**config.mk**
```make
export PLATFORM = sky130hd
export DESIGN_NAME = vehicle_sensor_frontend
export DESIGN_NICKNAME = d
export VERILOG_FILES = /design/src/rtl/vehicle_sensor_frontend.sv
export SDC_FILE = /design/constraint.sdc
export NUM_CORES = 1
export LEC_CHECK = 0
export ABC_AREA = 1
export CAP_MARGIN = 20
export CORE_ASPECT_RATIO = 1.4
export CORE_MARGIN = 4
export CORE_UTILIZATION = 48
export CTS_BUF_LIST = sky130_fd_sc_hd__clkbuf_8
export DETAILED_ROUTE_END_ITERATION = 10
export GPL_TIMING_DRIVEN = 0
export PLACE_DENSITY = 0.71
export SETUP_SLACK_MARGIN = 0.15
export SYNTH_ARGS = -nofsm -noshare
export SYNTH_HDL_FRONTEND = slang
export SYNTH_SLANG_ARGS = --single-unit
```
**constraint.sdc**
```tcl
create_clock -name clk -period 2.1 [get_ports clk]
set_input_delay 0.315 -clock clk [delete_from_list [all_inputs] [get_ports clk]]
set_output_delay 0.315 -clock clk [all_outputs]
set_load 0.005 [all_outputs]
```
**src/rtl/vehicle_sensor_frontend.sv**
```systemverilog
// rtl/vehicle_sensor_frontend.sv - debounced loop/treadle front-end with axle classification for the toll controller
// Three identical debouncers feed an EMPTY/OCCUPIED/WAIT_EXIT/FAULT sequencer; all controller outputs are registered.
module vehicle_sensor_frontend #(
  parameter int DEBOUNCE_CYCLES = 4,
  parameter int TIMEOUT_CYCLES  = 50000
) (
  input  logic       clk,
  input  logic       reset,
  input  logic       entry_loop_raw,
  input  logic       exit_loop_raw,
  input  logic       axle_raw,
  output logic       vehicle_detect,
  output logic [1:0] vehicle_class,
  output logic       vehicle_passgate,
  output logic       fault,
  output logic [2:0] axle_count
);

  localparam logic [7:0]  DB_LAST = 8'(DEBOUNCE_CYCLES - 1);
  localparam logic [15:0] TIMEOUT = 16'(TIMEOUT_CYCLES);

  typedef enum logic [1:0] {
    S_EMPTY     = 2'd0,
    S_OCCUPIED  = 2'd1,
    S_WAIT_EXIT = 2'd2,
    S_FAULT     = 2'd3
  } state_t;

  // bit 0 entry loop, bit 1 exit loop, bit 2 axle treadle
  logic [2:0]  w_raw;
  logic [2:0]  r_db;
  logic [2:0]  r_db_d;
  logic [7:0]  r_cnt [3];

  logic        w_entry_fall;
  logic        w_exit_rise;
  logic        w_axle_rise;
  logic        w_timeout;

  state_t      r_state;
  state_t      w_next;
  logic [15:0] r_timer;
  logic [2:0]  r_axle;

  logic        w_detect;
  logic [1:0]  w_class_next;
  logic        w_fault_next;
  logic        r_detect;
  logic [1:0]  r_class;
  logic        r_pass;
  logic        r_fault;

  assign w_raw = {axle_raw, exit_loop_raw, entry_loop_raw};

  always_ff @(posedge clk) begin
    if (!reset) begin
      r_db   <= 3'b000;
      r_db_d <= 3'b000;
      for (int i = 0; i < 3; i++) begin
        r_cnt[i] <= 8'd0;
      end
    end else begin
      r_db_d <= r_db;
      for (int i = 0; i < 3; i++) begin
        if (w_raw[i] == r_db[i]) begin
          r_cnt[i] <= 8'd0;
        end else if (r_cnt[i] == DB_LAST) begin
          r_db[i]  <= ~r_db[i];
          r_cnt[i] <= 8'd0;
        end else begin
          r_cnt[i] <= r_cnt[i] + 8'd1;
        end
      end
    end
  end

  assign w_entry_fall = r_db_d[0] & ~r_db[0];
  assign w_exit_rise  = r_db[1] & ~r_db_d[1];
  assign w_axle_rise  = r_db[2] & ~r_db_d[2];
  assign w_timeout    = (r_state == S_OCCUPIED) && (r_timer == TIMEOUT);

  always_ff @(posedge clk) begin
    if (!reset) begin
      r_state <= S_EMPTY;
    end else begin
      r_state <= w_next;
    end
  end

  always_comb begin
    w_next = r_state;
    case (r_state)
      S_EMPTY: begin
        if (r_db[0]) begin
          w_next = S_OCCUPIED;
        end
      end
      S_OCCUPIED: begin
        // timeout wins over a same-cycle entry release
        if (w_timeout) begin
          w_next = S_FAULT;
        end else if (w_entry_fall) begin
          w_next = (r_axle >= 3'd2) ? S_WAIT_EXIT : S_EMPTY;
        end
      end
      S_WAIT_EXIT: begin
        if (w_exit_rise) begin
          w_next = S_EMPTY;
        end
      end
      S_FAULT: begin
        if (!r_db[0]) begin
          w_next = S_EMPTY;
        end
      end
      default: w_next = S_EMPTY;
    endcase
  end

  always_comb begin
    w_detect     = 1'b0;
    w_class_next = r_class;
    if ((r_state == S_OCCUPIED) && (w_next == S_WAIT_EXIT)) begin
      w_detect = 1'b1;
      case (r_axle)
        3'd2:    w_class_next = 2'd0;
        3'd3:    w_class_next = 2'd2;
        default: w_class_next = 2'd1;
      endcase
    end
    w_fault_next = (w_next == S_FAULT);
  end

  always_ff @(posedge clk) begin
    if (!reset) begin
      r_timer <= 16'd0;
      r_axle  <= 3'd0;
    end else if ((r_state == S_EMPTY) && (w_next == S_OCCUPIED)) begin
      r_timer <= 16'd0;
      r_axle  <= 3'd0;
    end else if (r_state == S_OCCUPIED) begin
      r_timer <= r_timer + 16'd1;
      if (w_axle_rise && (r_axle != 3'd7)) begin
        r_axle <= r_axle + 3'd1;
      end
    end
  end

  always_ff @(posedge clk) begin
    if (!reset) begin
      r_detect <= 1'b0;
      r_class  <= 2'd0;
      r_pass   <= 1'b0;
      r_fault  <= 1'b0;
    end else begin
      r_detect <= w_detect;
      r_class  <= w_class_next;
      r_pass   <= w_exit_rise;
      r_fault  <= w_fault_next;
    end
  end

  assign vehicle_detect   = r_detect;
  assign vehicle_class    = r_class;
  assign vehicle_passgate = r_pass;
  assign fault            = r_fault;
  assign axle_count       = r_axle;

endmodule

```
**Yosys cells after proc, flatten, opt, wreduce, memory -nomap -nowiden**

Memory sizes are Yosys's and may differ from the RTL's.
Cells that the tools add are included.

- Memories: 1
- Bits in writable memories: 24
- Flip-flop bits (word level): 32
- Output and inout bits: 8
- Logic and storage cells: 117

Memories:

| memory | words | bits a word | rd ports | clocked after memory_dff | write ports | line | RTL |
|---|---|---|---|---|---|---|---|
| r_cnt | 3 | 8 | 3 | 0 | 3 | 33 | `logic [7:0] r_cnt [3];` |

- Equal/unequal tests: 16
- Add/sub/neg operators: 5
- Reductions and logical operators: 10
- Bitwise gates (word level): 21
- Muxes and demuxes: 52
- Order comparisons: 1

Operators with widths:

| kind | count |
|---|---|
| $mux W8 | 9 |
| $mux W1 | 35 |
| $add A8 B1 Y8 const B | 3 |
| $eq A8 B2 Y1 const B | 3 |
| $add A16 B1 Y16 const B | 1 |
| $eq A16 B16 Y1 const B | 1 |
| $mux W2 | 6 |
| $not A1 Y1 | 9 |
| $or A1 B1 Y1 | 9 |
| $eq A2 B2 Y1 const B | 4 |
| $pmux W2 S4 | 1 |
| $reduce_and A2 Y1 | 4 |
| $eq A3 B2 Y1 const B | 2 |
| $eq A2 B1 Y1 const B | 2 |
| $logic_and A1 B1 Y1 | 4 |
| $pmux W2 S2 | 1 |
| $add A3 B1 Y3 const B | 1 |
| $and A1 B1 Y1 | 3 |
| $eq A1 B1 Y1 | 3 |
| $ge A3 B2 Y1 const B | 1 |
| $ne A3 B3 Y1 const B | 1 |
| $logic_not A2 Y1 | 1 |
| $reduce_or A2 Y1 | 1 |

**Depth between registers and ports, before layout**

Gate-level depths: netlist of the first run.

- Depth in word-level cells: 8
- Gate-level depth with buffers: 10
- Mapped depth without buffers: 10

**Least setup slack after synthesis of the first run**

OpenSTA, ideal clock, no wires.

- Path kind: register to register
- Start point: memory r_cnt[0][0]
- End point: memory r_cnt[0][4] (data pin)
- Slack: 567 ps
- Stages on the path, launching flop included: 8
- Setup time: 262 ps
- Buffers on the path: 0
- Clock period less this slack: 1533 ps
- Data arrival time: 1271 ps
- Path through: edfxtp_1 > ha_1 > inv_1 > or2_2 > nor3_1 > nand2_1 > nand2_1 > nor3b_1

RTL lines:

| element | line |
|---|---|
| start: declaration | 33 |

==> reports/results.ini, run 1 <==
[layout]
nNetsFinal=411
syn_to_final_growth_pct=13.3
final_area_mm2=0.00323
n_antenna_cell=0
final_util_pct=57.2
nFillCells=530
drive_gt1_share_pct=6.53

[synth]
synth_seq_cells=56
muxShareOfSynthArea_pct=0
yosysMostFrequentCell=nand2_1
synth_cell_types=33
synth_edf_count=24
synthCells=355
syn_avg_cell_area_um2=8.03
synthTopCellsByCount=nand2_1 (66), inv_1 (52), nor2_1 (47)
yosys-top-cells-area=edfxtp_1 (25%), dfxtp_1 (22%), nand2_1 (8.7%)
yosysWarnings=0
synth_fa_ha_area_share_pct=3.95
synth_compound_area_share_pct=8.60
synth-async-reset-ratio_pct=0
syn_area_mm2=0.00285
synth_xor_area_share_pct=3.07
synth_top_family_by_area=simple AND/OR/NAND/NOR gates
ys.flop_type=dfxtp_1
yosysSeqAreaShare_pct=47.8
synthSimpleGateAreaFrac_pct=28.6
post-synth-top-area-cell=edfxtp_1
synth_top_area_share_pct=25.3

[detailed_routing]
wl_met2_um=2300
drt-total-wl_um=4850
vias=2259
wl_per_cell_um=10.4
drc=0
routed_via_density=4.85
routed.top_layer=met4
ant_nets=0
first_iter_violations=41
met3_length_um=123
drtPass1Iterations=4
drt-met1-wl_um=2360

[floorplan]
core_area_mm2=0.00565
initial_core_util_pct=50.5
dieArea_mm2=0.00725
die_w_um=73.1
io_pins=13
die_height_um=99.2
row_count=32

[power]
p_leak_nw=1.31
ir_drop_mv=0.392
power.density_mw_per_mm2=576
p_total_mw=1.86

[flow_run]
timing.max_cap.violations=0

[sta]
maxSlewViolCount=0
finalHoldViolCount=0
period_minus_slack_ps=1740
setup-violations-final=0
final.period_utilization_pct=83.0
tns_ps=0
rsz0062_at_grt=false
fmaxAchievable_mhz=574
setup_ws_ps=358
finalClockSkew_ps=6.72

[clocking]
cts_resized=0
cts_tree=built
cts_setup_buffers=0
clk_pin_slew_worst_paths_ps=100
cts_buffer_depth=2
clock-root-buffer=clkbuf_8
insertion_delay_ps=310
h-tree-depth=2
clock_sinks=56
numCtsBuffers=5
holdBufCountCts=0

[setup_path]
crit_chain=ha_1, inv_1, or2_2, nor3_1, nand2_1, nand2_1, nor3b_1
r2r-end=r_cnt[0][4]$_SDFFCE_PN0P_
critical_path_buf_inv_count=1
required_ps=2160
slowest_stage=edfxtp_1
start_kind=register
critPathArrivalTime_ps=1810
crit_type=reg2reg
rr_worst_depth=7
worst_path_most_repeated_cell=nand2_1
critical-path-top-delay-family=simple AND/OR/NAND/NOR gates
end_kind=register
r2r_start=r_cnt[0][0]$_SDFFCE_PN0P_
max_stage_delay_ps=410
cp_max_fo=8
r2r_slack_ps=360

[global_routing]
globalRouteOverflowTotal=0
grt_pass1_wl_um=8540
grt_pass1_vias=2056
grt_use_total_pct=14.5
grt_max_degree=18
antenna_found_initial=0

[min_path]
holdPathStages=1
hold_start=r_db_d[1]$_SDFF_PN0_
hold_end=vehicle_passgate$_SDFF_PN0_
hold_path_class=reg2reg

[place]
hpwl_um=3730
place_ws_ps=322
placedInstanceArea_mm2=0.00314
place_congestion=0.831
io_buffers=12

[outcome]
status=finished, final reports clean

==> registers in the layout, summed over array words and instances, names as in the netlist <==
register,cells
vehicle_detect,1
axle_count,3
r_cnt,24
vehicle_passgate,1
r_state,2
r_db,3
vehicle_class,2
r_timer,16
r_db_d,3
fault,1
==> worst max-delay path by stage <==
stage | from | end | slack, ps | cells past startpoint
finish | r_cnt[0][0]$_SDFFCE_PN0P_ | r_cnt[0][4]$_SDFFCE_PN0P_ | 360 | 7
global route | r_cnt[0][0]$_SDFFCE_PN0P_ | r_cnt[0][7]$_SDFFCE_PN0P_ | 210 | 7
CTS | r_cnt[0][0]$_SDFFCE_PN0P_ | r_cnt[0][4]$_SDFFCE_PN0P_ | 310 | 7
detailed placement | r_cnt[0][0]$_SDFFCE_PN0P_ | r_cnt[0][4]$_SDFFCE_PN0P_ | 320 | 7
global placement | reset | r_timer[10]$_SDFFE_PP0N_ | 300 | 4
floorplan | r_cnt[0][0]$_SDFFCE_PN0P_ | r_cnt[0][4]$_SDFFCE_PN0P_ | 570 | 7
==> power breakdown <==
part / switching [mW] / internal [mW] / total (mW)
Sequential: 0.0227 / 1.17 / 1.19
Clock: 0.344 / 0.233 / 0.577
Combinational: 0.0612 / 0.0342 / 0.0954
==> stage by stage <==
step                instances  hold slack (ps)
floorplan                 378              394
global placement          458              418
detailed placement        458              427
CTS                       466              442
global route              466              454
finish                    466              437
==> worst reg2reg max path, cell delays in order, from the launching register on <==
cell      delay (ps)
edfxtp_1         410
ha_1             160
inv_1             50
or2_2            290
nor3_1           150
nand2_1          130
nand2_1          230
nor3b_1           80
==> cell families after synthesis <==
| kind of cell | after synthesis |
|---|---|
| AO/OA/AOI/OAI | 46 |
| XOR/XNOR | 10 |
| adder cells (fa/ha/maj) | 9 |
| buffers and inverters | 60 |
| flip-flops | 56 |
| other | 1 |
| AND/OR/NAND/NOR | 173 |
==> layout make-up <==
class                   instances  area [um2]  area share [%]
inverters                      58         218            6.74
flip-flops and latches         56        1360            42.1
plain buffers                   2        7.51           0.232
repair buffers                 12         120            3.72
well taps                      68        85.1            2.63
clock inverters                 3        20.0           0.620
multi-input cells             262        1350            41.8
clock buffers                   5        68.8            2.13
==> routing by layer <==
metal / track usage, % / vias to the layer above
met5: 0 / -
met4: 4.26 / 0
met3: 2.83 / 5
met2: 24.4 / 26
met1: 18.6 / 1013
li1: - / 1215
==> cell usage in the layout, fill, tap and decap left out, types with 3 or more instances in the layout <==
cell type	synthesis	routed
a21oi_1	28	28
clkbuf_8	0	5
clkdlybuf4s50_1	0	12
conb_1	1	24
dfxtp_1	32	32
edfxtp_1	24	24
ha_1	9	9
inv_1	52	53
inv_2	5	5
nand2_1	66	66
nand3_1	21	21
nand4_1	6	6
nor2_1	47	47
nor2_4	3	3
nor3_1	9	9
nor3b_1	4	4
nor4_1	5	5
o21a_1	3	3
o21ai_0	11	11
or2_2	3	3
xor2_1	9	9
Note: power is estimated with default switching activity, not from simulation.
==> run 2: changes to the inputs <==
clock period = 1.82 ns   (was 2.1 ns; I/O delays follow)
==> reports/results.ini, run 2 (synthesis gave the netlist of run 1 again) <==
[power]
ir_drop_mv=0.451  ; +15%
p_comb_share_pct=5.5  ; +0.4 points
swShare_pct=22.9  ; -0.057 points
p_leak_nw=1.33  ; +1.3%
p_seq_share_pct=63.7  ; -0.2 points
pwr-share-clk_pct=30.8  ; -0.2 points
power_report.internal_total_mw=1.66  ; +16%
power.density_mw_per_mm2=656  ; +14%
p_sw_mw=0.493  ; +15%

[place]
io_buffers=12  ; unchanged
place_congestion=0.831  ; unchanged
placedCellCount=458  ; unchanged
hpwl_um=3730  ; unchanged
place_ws_ps=41.6  ; -280 ps

[clocking]
cts_buffer_depth=2  ; unchanged
insertion_delay_ps=300  ; about the same
clock_sinks=56  ; unchanged
clock-root-buffer=clkbuf_8
cts_tree=built
clk_pin_slew_worst_paths_ps=100  ; about the same
h-tree-depth=2  ; unchanged
numCtsBuffers=5  ; unchanged

[detailed_routing]
wl_per_cell_um=10.4  ; +0.37%
drc=0  ; unchanged
drtPass1Iterations=4  ; unchanged
first_iter_violations=63  ; +54%
vias=2284  ; +1.1%
drt-total-wl_um=4890  ; +0.80%
routed_via_density=4.88  ; +0.67%
ant_nets=0  ; unchanged

[floorplan]
io_pins=13  ; unchanged
die_height_um=99.2  ; unchanged
initial_core_util_pct=50.5  ; unchanged
dieArea_mm2=0.00725  ; unchanged
row_count=32  ; unchanged
die_w_um=73.1  ; unchanged
core_area_mm2=0.00565  ; unchanged

[sta]
whs_ps=438  ; +0.677 ps
maxSlewViolCount=0  ; unchanged
period_minus_slack_ps=1570  ; -171 ps
finalClockSkew_ps=6.70  ; -0.0146 ps
final.period_utilization_pct=86.3  ; +3.4 points
rsz0062_at_grt=true
setup-violations-final=0  ; unchanged
finalHoldViolCount=0  ; unchanged
setup_ws_ps=249  ; -109 ps
tns_ps=0  ; unchanged
fmaxAchievable_mhz=637  ; +11%

[global_routing]
grt_pass1_wl_um=8590  ; +0.56%
grt_pass1_vias=2073  ; +0.83%
antenna_found_initial=0  ; unchanged
grt_use_total_pct=14.6  ; +0.062 points
grt_max_degree=18  ; unchanged
globalRouteOverflowTotal=0  ; unchanged

[outcome]
status=finished, final reports clean

[layout]
final_cell_mix=nand2_1 (62), inv_1 (53), nor2_1 (47), dfxtp_1 (31), a21oi_1 (28)
largest_reg_flops=24  ; unchanged
reg_top3=r_cnt x24, r_timer x16
final_util_pct=58.1  ; +0.89 points
syn_to_final_growth_pct=15.1
nNetsFinal=413  ; +0.49%
nFillCells=529  ; -0.19%
layout_commonest_cell=nand2_1
n_antenna_cell=0  ; unchanged
instances_no_fill=468  ; +0.43%
drive_gt1_share_pct=8.75  ; +2.2 points
top_register=r_cnt

[setup_path]
end_kind=register
crit_chain=ha_1, inv_1, or2_2, nor3_2, nand2_2, nand2_4, nor3b_1
crit_type=reg2reg
cp_max_fo=8  ; unchanged
slowest_stage=edfxtp_1
critical_path_buf_inv_count=1  ; unchanged
critical-path-top-delay-family=simple AND/OR/NAND/NOR gates
critPathArrivalTime_ps=1640  ; -170 ps
required_ps=1890  ; -270 ps
start_kind=register
max_stage_delay_ps=390  ; -20 ps

[flow_run]
timing.max_cap.violations=0  ; unchanged

[min_path]
hold_path_class=reg2reg

[run 2: metal layers]
layer  part of all wire (%)  global-route usage (%)  up-vias
met5                      0                       0        -
met4                   0.72                    4.26        0
met3                    3.1                    2.83        4
met2                     49                    24.7       32
met1                     47                    18.5     1026
li1                       -                       -     1222
[run 2: what timing repair did]
item | in CTS | in global routing
hold buffers | 0 | 0
cloned | 0 | 0
pin swaps | 1 | 1
setup endpoints to repair | 8 | 25
gates resized for setup | 2 | 7
setup buffers | 1 | 1
endpoints found under the hold margin | 0 | 0
[run 2: final timing paths]
path / end / slack, ps / startpoint / depth (start not counted)
max: r_cnt[0][4]$_SDFFCE_PN0P_ / 250 / r_cnt[0][1]$_SDFFCE_PN0P_ / 7
min: vehicle_passgate$_SDFF_PN0_ / 440 / r_db_d[1]$_SDFF_PN0_ / 1
max reg2reg: r_cnt[0][4]$_SDFFCE_PN0P_ / 250 / r_cnt[0][1]$_SDFFCE_PN0P_ / 7
min reg2reg: vehicle_passgate$_SDFF_PN0_ / 440 / r_db_d[1]$_SDFF_PN0_ / 1
[run 2: metrics by stage]
stage               instance area (um2)  total power, mW
floorplan                          2940             1.47
global placement                   3140             1.51
detailed placement                 3140             1.51
CTS                                3250             2.19
global route                       3280             2.27
finish                             3280             2.15
[run 2: area by class of cell]
cell class	count	area [um2]	area share, %
repair buffers	14	135	4.12
multi-input cells	262	1380	42.2
well taps	68	85.1	2.59
clock inverters	3	20.0	0.610
plain buffers	2	7.51	0.229
flip-flops and latches	56	1360	41.5
clock buffers	5	68.8	2.10
inverters	58	218	6.64
[run 2: worst register-to-register path, stage by stage (launching register included)]
cell and delay [ps]:
edfxtp_1 390, ha_1 160, inv_1 50, or2_2 290, nor3_2 140, nand2_2 110, nand2_4 130, nor3b_1 60
[run 2: power by group through the flow]
stage	logic (mW)	registers (mW)	clock network (mW)
floorplan	0.0810	1.39	0
global placement	0.108	1.40	0
detailed placement	0.110	1.40	0
CTS	0.115	1.37	0.702
global route	0.140	1.38	0.750
finish	0.118	1.37	0.662
==> run 3: changes to the inputs <==
CTS_BUF_LIST = not set   (was sky130_fd_sc_hd__clkbuf_8)
==> reports/results.ini, run 3 (synthesis gave the netlist of run 1 again) <==
[power]
power.density_mw_per_mm2=657  ; +0.26%
p_leak_nw=1.32  ; -0.31%
ir_drop_mv=0.451  ; about the same

[place]
hpwl_um=3730  ; unchanged
io_buffers=12  ; unchanged
place_ws_ps=41.6  ; unchanged
placedCellCount=458  ; unchanged
placedInstanceArea_mm2=0.00314  ; unchanged
place_congestion=0.831  ; unchanged

[detailed_routing]
drc=0  ; unchanged
drt-total-wl_um=4880  ; about the same
wl_per_cell_um=10.4  ; about the same
routed_via_density=4.88  ; about the same
drtPass1Iterations=4  ; unchanged
first_iter_violations=63  ; unchanged
vias=2286  ; +0.088%
ant_nets=0  ; unchanged

[sta]
finalClockSkew_ps=6.81  ; +0.111 ps
whs_ps=438  ; +0.00800 ps
fmaxAchievable_mhz=637  ; about the same
final.period_utilization_pct=86.3  ; about the same
tns_ps=0  ; unchanged
maxSlewViolCount=0  ; unchanged
period_minus_slack_ps=1570  ; -0.218 ps
finalHoldViolCount=0  ; unchanged
rsz0062_at_grt=true
setup-violations-final=0  ; unchanged
setup_ws_ps=249  ; +0.218 ps

[clocking]
holdBufCountCts=0  ; unchanged
numCtsBuffers=5  ; unchanged
cts_tree=built
h-tree-depth=2  ; unchanged
clock-root-buffer=clkbuf_8
cts_buffer_depth=2  ; unchanged
insertion_delay_ps=310  ; about the same
clk_pin_slew_worst_paths_ps=100  ; about the same
clock_sinks=56  ; unchanged

[setup_path]
cp_max_fo=8  ; unchanged
start_kind=register
end_kind=register
crit_chain=ha_1, inv_1, or2_2, nor3_2, nand2_2, nand2_4, nor3b_1
critPathArrivalTime_ps=1640  ; about the same
max_stage_delay_ps=390  ; about the same
crit_type=reg2reg
critical-path-top-delay-family=simple AND/OR/NAND/NOR gates
required_ps=1890  ; about the same
critical_path_buf_inv_count=1  ; unchanged
slowest_stage=edfxtp_1

[floorplan]
dieArea_mm2=0.00725  ; unchanged
initial_core_util_pct=50.5  ; unchanged
io_pins=13  ; unchanged
row_count=32  ; unchanged
die_w_um=73.1  ; unchanged
core_area_mm2=0.00565  ; unchanged
die_height_um=99.2  ; unchanged

[global_routing]
grt_max_degree=18  ; unchanged
grt_use_total_pct=14.6  ; unchanged
globalRouteOverflowTotal=0  ; unchanged
antenna_found_initial=0  ; unchanged
grt_pass1_vias=2073  ; unchanged
grt_pass1_wl_um=8590  ; unchanged

[layout]
n_antenna_cell=0  ; unchanged
reg_top3=r_cnt x24, r_timer x16
nFillCells=529  ; unchanged
multi_input_area_mm2=0.00138  ; unchanged
instances_no_fill=468  ; unchanged
final_cell_mix=nand2_1 (62), inv_1 (52), nor2_1 (47), dfxtp_1 (31), a21oi_1 (28)
top_register=r_cnt
final_area_mm2=0.00328  ; unchanged
regArea_mm2=0.00136  ; unchanged
drive_gt1_share_pct=8.75  ; unchanged
syn_to_final_growth_pct=15.1  ; unchanged
largest_reg_flops=24  ; unchanged
layout_commonest_cell=nand2_1
nNetsFinal=413  ; unchanged

[outcome]
status=finished, final reports clean

[min_path]
hold_path_class=reg2reg

[flow_run]
timing.max_cap.violations=0  ; unchanged

[run 3: cell count changes in the layout (fill, tap and decap cells not counted), sizes merged]
cell	before	now
inv	58	57
clkbuf	7	8
[run 3: worst reg2reg max path: cells and delay by family, from the launching register on]
kind          cells  cell delay (ps)
buf+inv           1               50
simple gates      5              730
fa+ha+maj         1              160
flops             1              390
[run 3: path summary, 6_finish.rpt]
kind                             start                     endpoint  slack [ps]  depth (start not counted)
max          r_cnt[0][1]$_SDFFCE_PN0P_    r_cnt[0][4]$_SDFFCE_PN0P_         250                          7
min               r_db_d[1]$_SDFF_PN0_  vehicle_passgate$_SDFF_PN0_         440                          1
max reg2reg  r_cnt[0][1]$_SDFFCE_PN0P_    r_cnt[0][4]$_SDFFCE_PN0P_         250                          7
min reg2reg       r_db_d[1]$_SDFF_PN0_  vehicle_passgate$_SDFF_PN0_         440                          1
[run 3: area by class of cell]
| cell class | instances | share of cell area, % |
|---|---|---|
| multi-input cells | 262 | 42.2 |
| clock inverters | 2 | 0.496 |
| inverters | 58 | 6.64 |
| plain buffers | 2 | 0.229 |
| repair buffers | 14 | 4.12 |
| flip-flops and latches | 56 | 41.5 |
| well taps | 68 | 2.59 |
| clock buffers | 6 | 2.21 |
[run 3: power breakdown]
part / switching, mW / internal, mW
logic: 0.0739 / 0.0439
clock network: 0.393 / 0.275
registers: 0.0260 / 1.34
[run 3: metrics by stage]
step           util [%]  total power [mW]
6_report           58.1              2.16
5_1_grt            58.1              2.27
2_1_floorplan         -              1.47
3_5_place_dp       55.7              1.51
4_1_cts            57.5              2.19
3_3_place_gp       55.7              1.51
[run 3: routing by layer]
layer  up-vias  GRT usage [%]  share of wire, %
li1       1222              -                 -
met1      1028           18.5                47
met2        32           24.7                49
met3         4           2.83               3.2
met4         0           4.26              0.72
met5         -              0                 0
[run 3: repair_timing]
action | in CTS | in global routing
gates resized for setup | 2 | 7
endpoints found under the setup margin | 8 | 25
setup buffers | 1 | 1
pin swaps | 1 | 1
cloned | 0 | 0
